--- config.mk ---
export PLATFORM = sky130hd
export DESIGN_NAME = ex_stage_ctrl
export DESIGN_NICKNAME = d
export VERILOG_FILES = /design/src/rtl/ex_stage_ctrl_pkg.sv /design/src/rtl/ex_mc_counter.sv /design/src/rtl/ex_stage_ctrl.sv
export SDC_FILE = /design/constraint.sdc
export NUM_CORES = 1
export LEC_CHECK = 0
export ABC_AREA = 1
export CAP_MARGIN = 20
export CORE_MARGIN = 5
export CORE_UTILIZATION = 29
export CTS_BUF_LIST = sky130_fd_sc_hd__clkbuf_8
export DETAILED_ROUTE_END_ITERATION = 8
export SLEW_MARGIN = 20
export SYNTH_ARGS = -nofsm -noshare
export SYNTH_HDL_FRONTEND = slang
export SYNTH_HIERARCHICAL = 1
export SYNTH_SLANG_ARGS = --single-unit
--- constraint.sdc ---
create_clock -name clock -period 2.1 [get_ports clock]
set_clock_uncertainty 0.2 [all_clocks]
set_input_delay 0.21 -clock clock [delete_from_list [all_inputs] [get_ports clock]]
set_output_delay 0.21 -clock clock [all_outputs]
set_load 0.02 [all_outputs]
--- src/rtl/ex_stage_ctrl_pkg.sv ---
// rtl/ex_stage_ctrl_pkg.sv - shared widths and FSM encoding for the execute-stage controller
package ex_stage_ctrl_pkg;
  localparam int DATA_W     = 32;
  localparam int ALU_CTRL_W = 6;
  localparam int CNT_W      = 4;

  typedef enum logic [1:0] {
    IDLE = 2'd0,
    EXEC = 2'd1,
    DONE = 2'd2
  } state_t;
endpackage

--- src/rtl/ex_mc_counter.sv ---
// rtl/ex_mc_counter.sv - multi-cycle countdown: load, decrement to zero, zero flag
module ex_mc_counter
  import ex_stage_ctrl_pkg::*;
(
  input  logic             clock,
  input  logic             reset,
  input  logic             clear,
  input  logic             load,
  input  logic [CNT_W-1:0] load_val,
  input  logic             dec,
  output logic             zero
);
  logic [CNT_W-1:0] cnt;

  always_ff @(posedge clock or negedge reset) begin
    if (!reset) begin
      cnt <= '0;
    end else if (clear) begin
      cnt <= '0;
    end else if (load) begin
      cnt <= load_val;
    end else if (dec && cnt != '0) begin
      cnt <= cnt - 1'b1;
    end
  end

  assign zero = (cnt == '0);
endmodule

--- src/rtl/ex_stage_ctrl.sv ---
// rtl/ex_stage_ctrl.sv - execute-stage op sequencer between decode, an external ALU and writeback
// Multi-cycle ops are honoured only when EX_STAGE_CTRL_MULTICYCLE_EN is defined.
module ex_stage_ctrl
  import ex_stage_ctrl_pkg::*;
#(
  parameter int MC_LATENCY = 4
) (
  input  logic                  clock,
  input  logic                  reset,
  input  logic                  d_valid,
  output logic                  d_ready,
  input  logic [DATA_W-1:0]     d_pc,
  input  logic [ALU_CTRL_W-1:0] d_alu_ctrl,
  input  logic [DATA_W-1:0]     d_op_a,
  input  logic [DATA_W-1:0]     d_op_b,
  input  logic                  d_is_branch,
  input  logic                  d_multicycle,
  output logic [ALU_CTRL_W-1:0] alu_ctrl_o,
  output logic [DATA_W-1:0]     alu_op_a_o,
  output logic [DATA_W-1:0]     alu_op_b_o,
  output logic                  alu_is_branch_o,
  input  logic [DATA_W-1:0]     alu_result_i,
  input  logic                  alu_br_en_i,
  output logic                  a_valid,
  input  logic                  w_ready,
  output logic [DATA_W-1:0]     a_pc_o,
  output logic [DATA_W-1:0]     a_result,
  output logic                  a_br_en,
  input  logic                  flush,
  output logic                  busy
);
  state_t           state;
  logic [DATA_W-1:0] op_pc;
  logic             accept;
  logic             cnt_zero;

  assign d_ready = ((state == IDLE) || (state == DONE && w_ready)) && !flush;
  assign accept  = d_valid && d_ready;
  assign a_valid = (state == DONE);
  assign busy    = (state != IDLE);

`ifdef EX_STAGE_CTRL_MULTICYCLE_EN
  localparam logic [CNT_W-1:0] MC_LOAD = CNT_W'(MC_LATENCY - 1);

  ex_mc_counter u_mc_counter (
    .clock    (clock),
    .reset    (reset),
    .clear    (flush),
    .load     (accept),
    .load_val (d_multicycle ? MC_LOAD : '0),
    .dec      (state == EXEC),
    .zero     (cnt_zero)
  );
`else
  logic unused_cfg;
  assign unused_cfg = ^{d_multicycle, 4'(MC_LATENCY)};
  assign cnt_zero   = 1'b1;
`endif

  always_ff @(posedge clock or negedge reset) begin
    if (!reset) begin
      state           <= IDLE;
      op_pc           <= '0;
      alu_ctrl_o      <= '0;
      alu_op_a_o      <= '0;
      alu_op_b_o      <= '0;
      alu_is_branch_o <= 1'b0;
      a_pc_o          <= '0;
      a_result        <= '0;
      a_br_en         <= 1'b0;
    end else if (flush) begin
      state <= IDLE;
    end else begin
      // accept is only possible in IDLE or on a completing DONE, so one capture serves both
      if (accept) begin
        op_pc           <= d_pc;
        alu_ctrl_o      <= d_alu_ctrl;
        alu_op_a_o      <= d_op_a;
        alu_op_b_o      <= d_op_b;
        alu_is_branch_o <= d_is_branch;
      end
      case (state)
        IDLE: if (accept) state <= EXEC;
        EXEC: begin
          if (cnt_zero) begin
            a_pc_o   <= op_pc;
            a_result <= alu_result_i;
            a_br_en  <= alu_is_branch_o && alu_br_en_i;
            state    <= DONE;
          end
        end
        DONE: if (w_ready) state <= accept ? EXEC : IDLE;
        default: state <= IDLE;
      endcase
    end
  end
endmodule

==> impl_metrics.yaml, run 1 <==
finish:
  finalNetCount: 1150
  area_growth_pct: 54.51
  num_antenna_cells: 0
  drive_gt1_frac: 0.05686
  stdcell_count: 1339
route:
  postRouteAntennaNets: 0
  drt_first_pass_iters: 4
  drt-initial-drc-count: 301
  via_count: 5928
  wl_per_cell_microns: 15.49
  drc: 0
  routed_wl_microns: 20740
  via_per_inst: 4.427
placement:
  gp_congestion: 0.7578
  place_hpwl_microns: 14040
  place_inst: 1306
  port_buffers: 279
critical_path:
  worst-path-stages: 1
  end_kind: "output pin"
  crit_slowest_cell: "clkdlybuf4s50_1"
  crit_chain: "clkdlybuf4s50_1"
  r2r-end: "alu_op_a_o[25]"
  critPathBufInv: 1
  cp-start-kind: "flop"
  cp_slowest_stage_delay_ns: 0.65
  cp_data_required_time_ns: 1.69
  r2r_setup_slack_ns: 0.39
  worstSetupPathType: "flop to output pin"
  reg2reg_from: "state[1]"
  rr_worst_depth: 6
  worstPathArrival_ns: 1.53
  critical_path.max_fanout: 3
  critPathTopFamily: "buffers and inverters"
yosys:
  synth_top_family_by_area: "simple AND/OR/NAND/NOR gates"
  yosysUniqueCellTypes: 14
  async_flop_share: 1.000
  synthTopCellsByCount: "nand2_1 (275), dfrtp_1 (170), nand4_1 (103)"
  syn_nets: 888
  synth_cells: 746
  ys.flop_type: "dfrtp_1"
  synth.cell_area_sq_mm: 0.006813
  ys_seq_area_frac: 0.6244
  yosysWarnings: 6
  yosysTopAreaCell: "dfrtp_1"
  synthSimpleGateAreaFrac: 0.2518
  synthAdderAreaFrac: 0
  synthMuxAreaShare: 0
  yosys_register_bits: 170
  synth.most_common_cell: "nand2_1"
  synth-edff-count: 0
  synth_area_per_cell_sq_um: 9.132
  synth-xor-area-share: 0
  synth-compound-area-share: 0.04775
  yosysTopAreaCellShare: 0.6244
  synthTopCellsByArea: "dfrtp_1 (62%), nand2_1 (15%), nand4_1 (9.5%)"
timing:
  grt_setup_unrepaired: "false"
  hold_viol: 0
  slew_viol_final: 0
  setup_tns_ns: 0
  slew_headroom: 0.6810
  fmax_mhz: 515.4
  finalCritPeriodShare: 0.9240
  setup_viol: 0
  tightest_slew_ns: 0.4785
  period_needed_ns: 1.940
power_and_ir_drop:
  p_seq_frac: 0.432
  pwr-share-clk: 0.261
  power_density_mw_per_mm2: 936.3
  power_frac_comb: 0.307
  intPower_mw: 6.623
  peakVddDrop_mv: 0.3334
  power.switching_mw: 3.233
  p_leak_nw: 5.066
  p_sw_frac: 0.3281
global_route:
  grt_pass1_wl_microns: 32720
  grt_pass1_vias: 5922
  grt_max_degree: 59
  grtUsageTotal: 0.1546
  antenna_found_initial: 0
  grt.overflow.total: 0
clock_tree:
  cts_max_level: 4
  cts_tree: "done"
  cts_buffer_depth: 2
  cts_buffers: 17
  cts_setup_buffers: 0
  cts_root_buf: "clkbuf_8"
  path_clk_slew_ns: 0.10
  clk_latency_ns: 0.44
  cts_num_sinks: 170
run_status:
  status: "completed"
die:
  die_h_microns: 163.3
  initial_core_util: 0.2920
  core_area_sq_mm: 0.02333
  die_w_microns: 163.3
  row_count: 56
  dieArea_sq_mm: 0.02666
  pin_count: 281
flow_run:
  cap_violations: 0
hold_path:
  hold_class: "input port to async pin"
-- cell usage in the layout (no fill, tap or decap), drive strengths merged --
master,count
nor2,2
clkbuf,18
nand4,103
nand2,275
dlygate4sd3,2
dlygate4sd2,3
clkdlybuf4s50,274
inv,76
dfrtp,170
buf,23
bufinv,3
or2,1
nand3b,1
clkinv,2
o21ai,65
nand3,2
-- layer usage --
layer | vias to the layer above | GRT usage | wire, microns
met2 | 193 | 0.2417 | 9428
met1 | 2789 | 0.2033 | 9236
met5 | - | 0 | 0
li1 | 2936 | - | -
met3 | 10 | 0.06207 | 1921
met4 | 0 | 0.03431 | 150
-- power by group through the flow --
stage	combinational [mW]	clock [mW]	sequential (mW)
finish	3.02	2.58	4.25
global route	3.28	2.83	4.35
CTS	3.08	2.69	4.26
detailed placement	3.07	0	4.31
global placement	3.05	0	4.30
floorplan	0.667	0	4.96
-- cell families (layout without fill, tap and decap cells) --
logic type | Yosys count | count (layout)
simple gates | 384 | 384
buf+inv | 127 | 401
flops | 170 | 170
compound gates | 65 | 65
-- per-stage QoR --
stage	total power [mW]	setup WS (ns)	hold slack, ns	utilization	cell area [sq um]
after CTS	10.03	0.1010	0.009538	0.4511	10530
after global routing	10.47	0.06494	0.03229	0.4511	10530
after floorplan	5.627	0.5441	-0.2856	-	6813
after detailed placement	7.386	0.06015	-0.04121	0.4321	10080
after global placement	7.344	0.09024	-0.04363	0.4321	10080
final	9.856	0.1596	0.03630	0.4511	10530
-- state kept, by name, summed over array words and instances, names as in the netlist, 2 cells and up --
register    cells
a_result       32
state           2
a_pc_o         32
alu_op_b_o     32
alu_op_a_o     32
op_pc          32
alu_ctrl_o      6
-- repair_timing --
action	in CTS	in global routing
hold buffers	2	0
endpoints found under the setup margin	3	0
hold endpoints to repair	172	0
gates resized for setup	3	0
-- worst max path at each step --
stage | from | to | slack [ns]
after floorplan | state[0] | d_ready | 0.54
after global placement | w_ready | op_pc[0] | 0.09
after detailed placement | w_ready | op_pc[8] | 0.06
after CTS | alu_is_branch_o | alu_is_branch_o | 0.10
after global routing | state[1] | busy | 0.06
final | alu_is_branch_o | alu_is_branch_o | 0.16
-- final cells by class --
class,instances,area (sq um)
Inverter,68,255.2
Tap cell,319,399.1
Clock buffer,18,247.7
Clock inverter,13,181.4
Timing Repair Buffer,302,3128
Multi-Input combinational cell,449,2061
Sequential cell,170,4254
Fill cell,2304,12810
No activity file was read; power rests on OpenSTA's default activity.
==> inputs of run 2 (changes only) <==
- PLACE_DENSITY_LB_ADDON: unset -> 0.08
- SLEW_MARGIN: 20 -> unset
==> run 2 against run 1 <==
Clock power shrank 8.9%. Via count shrank 1.1%. First-iteration DRC count shrank 15%. Sequential cell count is the same. Worst hold slack gained 0.052 ns. Core utilization shrank 0.19 points. Global-route usage grew 0.64 points. Sequential power is essentially flat. Fmax grew 0.23%. Critical path type unchanged. Largest power group unchanged.
==> impl_metrics.yaml, run 2 (synthesized netlist as in run 1, its figures left out) <==
run_status:
  status: "completed"
finish:
  final_cell_mix: "nand2_1 (274), clkdlybuf4s50_1 (274), dfrtp_1 (170)"
  stdcell_count: 1342
  final_util: 0.4492
  area_growth_pct: 53.85
  final_area_sq_mm: 0.01048
  num_antenna_cells: 0
  finalNetCount: 1152
  drive_gt1_frac: 0.05865
die:
  dieArea_sq_mm: 0.02666
  die_h_microns: 163.3
  pin_count: 281
  core_area_sq_mm: 0.02333
  initial_core_util: 0.2920
  row_count: 56
  die_w_microns: 163.3
route:
  via_per_inst: 4.368
  met1_length_microns: 9430
  drt-initial-drc-count: 255
  postRouteAntennaNets: 0
  wl_met2_microns: 9480
  wl_per_cell_microns: 15.82
  wl_met3_microns: 2138
  via_count: 5862
  drc: 0
  highest_layer: "met5"
  drt_first_pass_iters: 4
  routed_wl_microns: 21240
global_route:
  grt_pass1_wl_microns: 33780
  grt.overflow.total: 0
  grtUsageTotal: 0.1610
  antenna_found_initial: 1
  grt_pass1_vias: 5969
  grt_max_degree: 68
critical_path:
  critical_path.max_fanout: 4
  cp_data_required_time_ns: 1.69
  worstPathArrival_ns: 1.53
  critPathTopFamily: "flip-flops"
  crit_chain: "or2_2, dlygate4sd2_1"
  worstSetupPathType: "flop to output pin"
  crit_slowest_cell: "dfrtp_1"
  end_kind: "output pin"
  critPathBufInv: 1
  cp-start-kind: "flop"
  cp_slowest_stage_delay_ns: 0.43
clock_tree:
  cts_buffer_depth: 2
  clk_latency_ns: 0.44
  cts_num_sinks: 170
  path_clk_slew_ns: 0.09
  cts_tree: "done"
  cts_setup_buffers: 0
  cts_root_buf: "clkbuf_8"
  cts_buffers: 17
  cts_max_level: 4
hold_path:
  hold_class: "input port to async pin"
timing:
  whs_ns: 0.08856
  period_needed_ns: 1.936
  tightest_slew_ns: 0.5583
  slew_viol_final: 0
  setup_viol: 0
  finalCritPeriodShare: 0.9219
  fin_ws_ns: 0.1641
  setup_tns_ns: 0
  grt_setup_unrepaired: "false"
  hold_viol: 0
  slew_headroom: 0.6278
  fmax_mhz: 516.5
power_and_ir_drop:
  power_density_mw_per_mm2: 917.6
  finalPower_mw: 9.618
  p_leak_nw: 5.041
  peakVddDrop_mv: 0.3203
placement:
  placed_area_sq_mm: 0.01007
  port_buffers: 279
  gp_congestion: 0.7180
  pre_cts_ws_ns: 0.1490
  place_inst: 1308
  place_hpwl_microns: 14470
flow_run:
  cap_violations: 0
-- run 2: cell types whose count changed in the layout (fill, tap and decap cells not counted), sizes merged --
cell	before	now
buf	23	25
bufinv	3	1
clkbuf	18	19
clkinvlp	0	2
-- run 2: area by class of cell --
class,count,area (sq um)
clock inverters,13,132.6
well taps,319,399.1
flip-flops and latches,170,4254
inverters,68,255.2
clock buffers,19,261.5
multi-input cells,449,2061
fillers,2327,12850
repair buffers,304,3118
-- run 2: path summary, 6_finish.rpt --
path / startpoint / to / slack (ns) / cells after the start
max in group asynchronous: reset / a_pc_o[18] / 0.98 / 3
hold reg to reg: op_pc[15] / op_pc[15] / 0.27 / 2
setup reg to reg: state[0] / alu_op_a_o[17] / 0.40 / 5
setup / recovery: state[1] / busy / 0.16 / 2
hold / removal: reset / a_pc_o[1] / 0.09 / 2
min in group clock: alu_result_i[0] / a_result[0] / 0.10 / 3
-- run 2: power breakdown --
part	internal (mW)	switching (mW)	total (mW)
clock	1.04	1.31	2.35
combinational	1.46	1.56	3.02
sequential	3.91	0.339	4.25
-- run 2: what timing repair did --
action | CTS | global route
setup endpoints to repair | 3 | 0
gates resized for setup | 3 | 0
hold buffers | 2 | 0
endpoints found under the hold margin | 193 | 0
-- run 2: routing by layer --
layer / GRT usage / up-vias
met4: 0.03622 / 2
met5: 0 / -
li1: - / 2947
met3: 0.07091 / 11
met2: 0.2451 / 201
met1: 0.2132 / 2701
